## config.mk

```make
export PLATFORM = sky130hd
export DESIGN_NAME = router_out_ctrl
export DESIGN_NICKNAME = d
export VERILOG_FILES = /design/src/rtl/router_pkg.sv /design/src/rtl/router_timeout_cnt.sv /design/src/rtl/router_out_ctrl.sv
export SDC_FILE = /design/constraint.sdc
export NUM_CORES = 1
export LEC_CHECK = 0
export ABC_AREA = 1
export CORE_UTILIZATION = 40
export CTS_BUF_LIST = sky130_fd_sc_hd__clkbuf_2 sky130_fd_sc_hd__clkbuf_4 sky130_fd_sc_hd__clkbuf_8
export CTS_CLUSTER_SIZE = 8
export DETAILED_ROUTE_END_ITERATION = 10
export PLACE_DENSITY = 0.6
export SETUP_SLACK_MARGIN = 0.1
export SYNTH_ARGS = -nofsm -noshare
export SYNTH_HDL_FRONTEND = slang
export SYNTH_SLANG_ARGS = --single-unit
```

## constraint.sdc

```tcl
create_clock -name clock -period 2.75 [get_ports clock]
set_clock_uncertainty 0.2 [all_clocks]
set_input_delay 0.275 -clock clock [delete_from_list [all_inputs] [get_ports clock]]
set_output_delay 0.275 -clock clock [all_outputs]
set_load 0.01 [all_outputs]
```

## src/rtl/router_pkg.sv

```systemverilog
// Shared types and header field positions for the router output-port logic.
package router_pkg;

  typedef enum logic [1:0] {
    IDLE    = 2'd0,
    HEADER  = 2'd1,
    PAYLOAD = 2'd2,
    PARITY  = 2'd3
  } state_t;

  localparam int LEN_MSB    = 7;
  localparam int LEN_LSB    = 2;
  localparam int ADDR_MSB   = 1;
  localparam int MARKER_BIT = 8;
  localparam int LEN_W      = LEN_MSB - LEN_LSB + 1;

  // Payload length carried in a header byte.
  function automatic logic [LEN_W-1:0] hdr_len(input logic [7:0] hdr);
    return hdr[LEN_MSB:LEN_LSB];
  endfunction

  // Destination address carried in a header byte.
  function automatic logic [ADDR_MSB:0] hdr_addr(input logic [7:0] hdr);
    return hdr[ADDR_MSB:0];
  endfunction

  // Running XOR parity over the header and payload bytes.
  function automatic logic [7:0] parity_fold(input logic [7:0] acc, input logic [7:0] b);
    return acc ^ b;
  endfunction

  // Received parity byte disagrees with the accumulated parity.
  function automatic logic parity_mismatch(input logic [7:0] acc, input logic [7:0] b);
    return (acc != b);
  endfunction

endpackage

```

## src/rtl/router_timeout_cnt.sv

```systemverilog
// Stall watchdog: counts consecutive stalled cycles and issues a one-cycle
// registered soft_reset pulse when the client leaves a byte unread too long.
module router_timeout_cnt
  import router_pkg::*;
#(
  parameter int TIMEOUT = 30,
  parameter int TCNT_W  = 5
) (
  input  logic clock,
  input  logic resetn,
  input  logic stall,
  input  logic clear,
  output logic expire,
  output logic soft_reset
);

  logic [TCNT_W-1:0] cnt_r;
  logic              soft_reset_r;

  // The stall that would take the count to TIMEOUT fires the pulse instead.
  assign expire     = stall && (cnt_r == TCNT_W'(TIMEOUT - 1));
  assign soft_reset = soft_reset_r;

  // Stall counter and registered soft-reset pulse.
  always_ff @(posedge clock or negedge resetn) begin
    if (!resetn) begin
      cnt_r        <= {TCNT_W{1'b0}};
      soft_reset_r <= 1'b0;
    end else begin
      soft_reset_r <= expire;
      if (expire || clear) begin
        cnt_r <= {TCNT_W{1'b0}};
      end else if (stall) begin
        cnt_r <= cnt_r + TCNT_W'(1);
      end else begin
        cnt_r <= cnt_r;
      end
    end
  end

endmodule

```

## src/rtl/router_out_ctrl.sv

```systemverilog
// Read-side controller for one router output port: frames packets from a
// first-word-fall-through FIFO, presents them to the client with a valid
// flag, checks parity and issues the stall-timeout soft reset.
module router_out_ctrl
  import router_pkg::*;
#(
  parameter int TIMEOUT = 30,
  parameter int TCNT_W  = 5
) (
  input  logic       clock,
  input  logic       resetn,
  input  logic       fifo_empty,
  input  logic [8:0] fifo_dout,
  output logic       fifo_rd_en,
  input  logic       read_enb,
  output logic       vld_out,
  output logic [7:0] data_out,
  output logic       sop,
  output logic       eop,
  output logic       parity_err,
  output logic       soft_reset,
  output logic       busy
);

  state_t           state_r;
  state_t           state_nxt_s;
  logic [LEN_W-1:0] cnt_r;
  logic [7:0]       acc_r;
  logic             perr_r;
  logic             vld_s;
  logic             drop_s;
  logic             framing_s;
  logic             accept_s;
  logic             stall_s;
  logic             clear_s;
  logic             expire_s;
  logic             soft_reset_s;

  // Next-state and presentation decode.
  always_comb begin
    state_nxt_s = state_r;
    vld_s       = 1'b0;
    drop_s      = 1'b0;
    framing_s   = 1'b0;
    case (state_r)
      IDLE: begin
        // Held during the soft-reset cycle so the flushing FIFO is never popped.
        if (!fifo_empty && !soft_reset_s) begin
          if (fifo_dout[MARKER_BIT]) begin
            state_nxt_s = HEADER;
          end else begin
            drop_s = 1'b1;
          end
        end else begin
          state_nxt_s = IDLE;
        end
      end
      HEADER: begin
        vld_s = !fifo_empty;
        if (vld_s && read_enb) begin
          if (hdr_len(fifo_dout[7:0]) == {LEN_W{1'b0}}) begin
            state_nxt_s = PARITY;
          end else begin
            state_nxt_s = PAYLOAD;
          end
        end else begin
          state_nxt_s = HEADER;
        end
      end
      PAYLOAD: begin
        // A header marker mid-payload is a framing error: leave it queued.
        if (!fifo_empty && fifo_dout[MARKER_BIT]) begin
          framing_s   = 1'b1;
          state_nxt_s = HEADER;
        end else begin
          vld_s = !fifo_empty;
          if (vld_s && read_enb && (cnt_r <= LEN_W'(1))) begin
            state_nxt_s = PARITY;
          end else begin
            state_nxt_s = PAYLOAD;
          end
        end
      end
      PARITY: begin
        vld_s = !fifo_empty;
        if (vld_s && read_enb) begin
          state_nxt_s = IDLE;
        end else begin
          state_nxt_s = PARITY;
        end
      end
      default: begin
        state_nxt_s = IDLE;
      end
    endcase
  end

  assign accept_s   = vld_s && read_enb;
  assign stall_s    = vld_s && !read_enb;
  assign clear_s    = !vld_s || accept_s;

  assign vld_out    = vld_s;
  assign data_out   = fifo_dout[7:0];
  assign sop        = vld_s && (state_r == HEADER);
  assign eop        = vld_s && (state_r == PARITY);
  assign fifo_rd_en = accept_s || drop_s;
  assign busy       = (state_r != IDLE);
  assign parity_err = perr_r;
  assign soft_reset = soft_reset_s;

  // State, byte counter, parity accumulator and sticky parity error.
  always_ff @(posedge clock or negedge resetn) begin
    if (!resetn) begin
      state_r <= IDLE;
      cnt_r   <= {LEN_W{1'b0}};
      acc_r   <= 8'h00;
      perr_r  <= 1'b0;
    end else if (soft_reset_s) begin
      state_r <= IDLE;
      cnt_r   <= {LEN_W{1'b0}};
      acc_r   <= 8'h00;
      perr_r  <= perr_r;
    end else if (expire_s) begin
      state_r <= IDLE;
      cnt_r   <= cnt_r;
      acc_r   <= acc_r;
      perr_r  <= perr_r;
    end else begin
      state_r <= state_nxt_s;
      if (accept_s) begin
        case (state_r)
          HEADER: begin
            cnt_r  <= hdr_len(fifo_dout[7:0]);
            acc_r  <= fifo_dout[7:0];
            perr_r <= 1'b0;
          end
          PAYLOAD: begin
            cnt_r <= cnt_r - LEN_W'(1);
            acc_r <= parity_fold(acc_r, fifo_dout[7:0]);
          end
          PARITY: begin
            perr_r <= parity_mismatch(acc_r, fifo_dout[7:0]);
          end
          default: begin
            cnt_r <= cnt_r;
          end
        endcase
      end else if (framing_s) begin
        perr_r <= 1'b1;
      end else begin
        perr_r <= perr_r;
      end
    end
  end

  router_timeout_cnt #(
    .TIMEOUT (TIMEOUT),
    .TCNT_W  (TCNT_W)
  ) u_timeout (
    .clock      (clock),
    .resetn     (resetn),
    .stall      (stall_s),
    .clear      (clear_s),
    .expire     (expire_s),
    .soft_reset (soft_reset_s)
  );

endmodule

```

==> flow_summary_export.csv <==
group,metric,value,unit
detailed_routing,vias,1480,
timing,rsz0062_at_grt,"false",
clocking,cts_buffers,3,
pwr,power_density,803.4,mW/mm²
die,coreArea,0.003771,mm²
die,die-area,0.004322,mm²
timing,relSlewSlack,0.7305,
clocking,htreeDepth,1,
detailed_routing,finalWirelength,3.539,mm
die,io_pins,28,
detailed_routing,drt_iter0_drc,52,
worst_setup_path,crit_slowest_cell,"clkdlybuf4s50_1",
yosys,synth_area_leader_cell,"dfrtp_1",
timing,fin_crit_sh,0.8698,
clocking,holdBufCountCts,0,
layout,final_layout_size_suffix_gt1_frac,0.06950,
worst_setup_path,cp_cell_sequence,"buf_4, ha_1, nor2_1, nand2_2, nand2_1, inv_1, clkdlybuf4s50_1",
detailed_routing,route.detailed.drc,0,
yosys,synth-edff-count,0,
die,rows,22,
timing,drv_slew,0,
clocking,clock_latency,0.26,ns
global_route,grt_pass1_wl,6.141,mm
placement,portBuffers,27,
placement,dp_hpwl,2.708,mm
yosys,synth.area.top_cells,"dfrtp_1 (35%), nand2_1 (15%), inv_1 (8.5%)",
detailed_routing,vias_per_cell,4.821,
worst_setup_path,cp_data_required_time,2.28,ns
yosys,synth_cell_types,26,
pwr,leakage,1.002,nW
worst_setup_path,worstSetupStartpointType,"register",
global_route,grt_max_degree,24,
clocking,cts.sinks,23,
worst_setup_path,critPathMaxFanout,4,
timing,max_clock_freq,418.1,MHz
worst_setup_path,crit_type,"register to primary output",
job,cap_violations,0,
yosys,synth-main-ff-cell,"dfrtp_1",
detailed_routing,ant_nets,0,
die,die_w,65.75,µm
timing,fin_hold_ws,0.1498,ns
yosys,syn_inst,234,
clocking,clk_pin_slew,0.08,ns
clocking,cts_tree,"yes",
global_route,grt_usage,0.1873,
yosys,yosysSeqAreaShare,0.3541,
layout,stdcell_count,307,
die,die_h,65.75,µm
global_route,grt_pass1_vias,1358,
worst_setup_path,critPathBufInv,3,
timing,setup_viol,0,
worst_setup_path,cp-end-kind,"primary output",
yosys,synthesis.nets,255,
yosys,synthArstFlopShare,1.000,
global_route,antenna_found_initial,0,
yosys,syn-mean-instance-area,6.946,µm²
placement,place.gp.congestion,0.8391,
clocking,root_buffer,"clkbuf_8",
placement,dpl.cell_count,301,
outcome,status,"completed",
detailed_routing,detail_route.first_pass.iterations,4,
pwr,vdd.ir_drop.worst,0.5102,mV
worst_setup_path,cpPeakStageDelay,0.47,ns
detailed_routing,post_drt_wl_per_cell,11.53,µm
timing,tns,0,ns
worst_setup_path,cp_top_family,"buffers and inverters",
yosys,synth.top_cell.area_share,0.3541,
layout,area_delta_synth_final,21.55,%
timing,fin_crit,2.392,ns
timing,hold_viol,0,
yosys,ys_seq_elements,23,
worst_setup_path,arrival,1.92,ns
die,initial_utilization,0.4310,
clocking,cts_buffer_depth,2,
min_path,min_path_type,"primary input to async pin",
yosys,ys_warn_count,0,
layout,n_antenna_cell,0,
layout,nets,281,
layout,fin_util,0.5239,
timing,worst_slew_pin_slew,0.4043,ns
global_route,grt_overflow_total,0,
yosys,syn_area,0.001625,mm²
path summary, 6_finish.rpt:
check                                               to  cells after the start  slack, ns                    from
worst max register to register    cnt_r[5]$_DFFE_PN0P_                     11       0.72  state_r[0]$_DFFE_PN0P_
min in group clock              parity_err$_DFFE_PN0P_                      2       0.29  parity_err$_DFFE_PN0P_
worst min register to register  parity_err$_DFFE_PN0P_                      2       0.29  parity_err$_DFFE_PN0P_
worst max-delay path                           vld_out                      7       0.36  state_r[0]$_DFFE_PN0P_
max in group asynchronous         cnt_r[1]$_DFFE_PN0P_                      2       1.96                  resetn
worst min-delay path            parity_err$_DFFE_PN0P_                      2       0.15                  resetn
final cells by class:
class / count / area, µm²
Clock buffer: 4 / 48.80
Fill cell: 358 / 1795
Inverter: 39 / 146.4
Multi-Input combinational cell: 161 / 834.6
Sequential cell: 23 / 575.6
Tap cell: 48 / 60.06
Timing Repair Buffer: 32 / 310.3
cell families (layout without fill, tap and decap cells):
group,Yosys count,after routing,share of synthesized area
flip-flops,23,23,0.3541
buffers and inverters,50,75,0.1432
XOR/XNOR,6,6,0.03233
adder cells (fa/ha/maj),8,8,0.06159
AND/OR/NAND/NOR,121,121,0.3226
AO/OA/AOI/OAI,26,26,0.08622
repair_timing:
item                                    CTS  global route
gates resized for setup                   1             3
pin swaps                                 0             1
endpoints found under the setup margin    1             1
buffers inserted                          0             2
power by group:
group	switching (mW)	leakage, nW	internal (mW)
clock	0.105	0.0262	0.113
combinational	0.489	0.680	0.340
sequential	0.0831	0.296	0.457
layer usage:
metal	routed length, µm	vias up	global-route usage
met5	0	-	0
met4	66	0	0.07337
met3	127	8	0.02257
met2	1589	35	0.3087
met1	1755	661	0.2470
li1	-	776	-
layout by cell type, fill, tap and decap left out:
| cell type | instances |
|---|---|
| nand2_1 | 65 |
| inv_1 | 37 |
| clkdlybuf4s50_1 | 26 |
| nor2_1 | 23 |
| dfrtp_1 | 23 |
| nand3_1 | 21 |
| o21ai_0 | 14 |
| ha_1 | 7 |
| buf_4 | 5 |
| a21oi_1 | 4 |
| o21ai_1 | 4 |
| xnor2_1 | 4 |
| nand4_1 | 3 |
| o211ai_1 | 3 |
| clkbuf_8 | 3 |
| nor2_2 | 2 |
| nand2_4 | 2 |
| xor2_1 | 2 |
| nand2_2 | 1 |
| nor4_4 | 1 |
| nand3_2 | 1 |
| inv_2 | 1 |
| clkinv_1 | 1 |
| nand3b_1 | 1 |
| nor3_1 | 1 |
| o31ai_1 | 1 |
| ha_2 | 1 |
| clkbuf_4 | 1 |
| dlymetal6s2s_1 | 1 |
through the flow:
stage	power (mW)	worst slack (ns)	area (µm²)
final	1.587	0.3582	1976
after global routing	1.746	0.2788	1976
after CTS	1.573	0.1662	1947
after detailed placement	1.344	0.3389	1892
after global placement	1.342	0.4088	1892
after floorplan	1.106	0.9710	1625
flip-flops by register name (all words and copies together) (netlist names):
name	count
u_timeout.soft_reset	1
state_r	2
cnt_r	6
acc_r	8
parity_err	1
u_timeout.cnt_r	5
synthesized netlist by cell type, types with 3 or more instances:
| cell type | number |
|---|---|
| xnor2_1 | 4 |
| nor2_1 | 23 |
| nand2_1 | 65 |
| buf_4 | 8 |
| o211ai_1 | 3 |
| o21ai_0 | 14 |
| nand3_1 | 21 |
| nand4_1 | 3 |
| o21ai_1 | 4 |
| a21oi_1 | 4 |
| ha_1 | 8 |
| inv_1 | 37 |
| dfrtp_1 | 23 |
(Power assumes the default switching activity.)
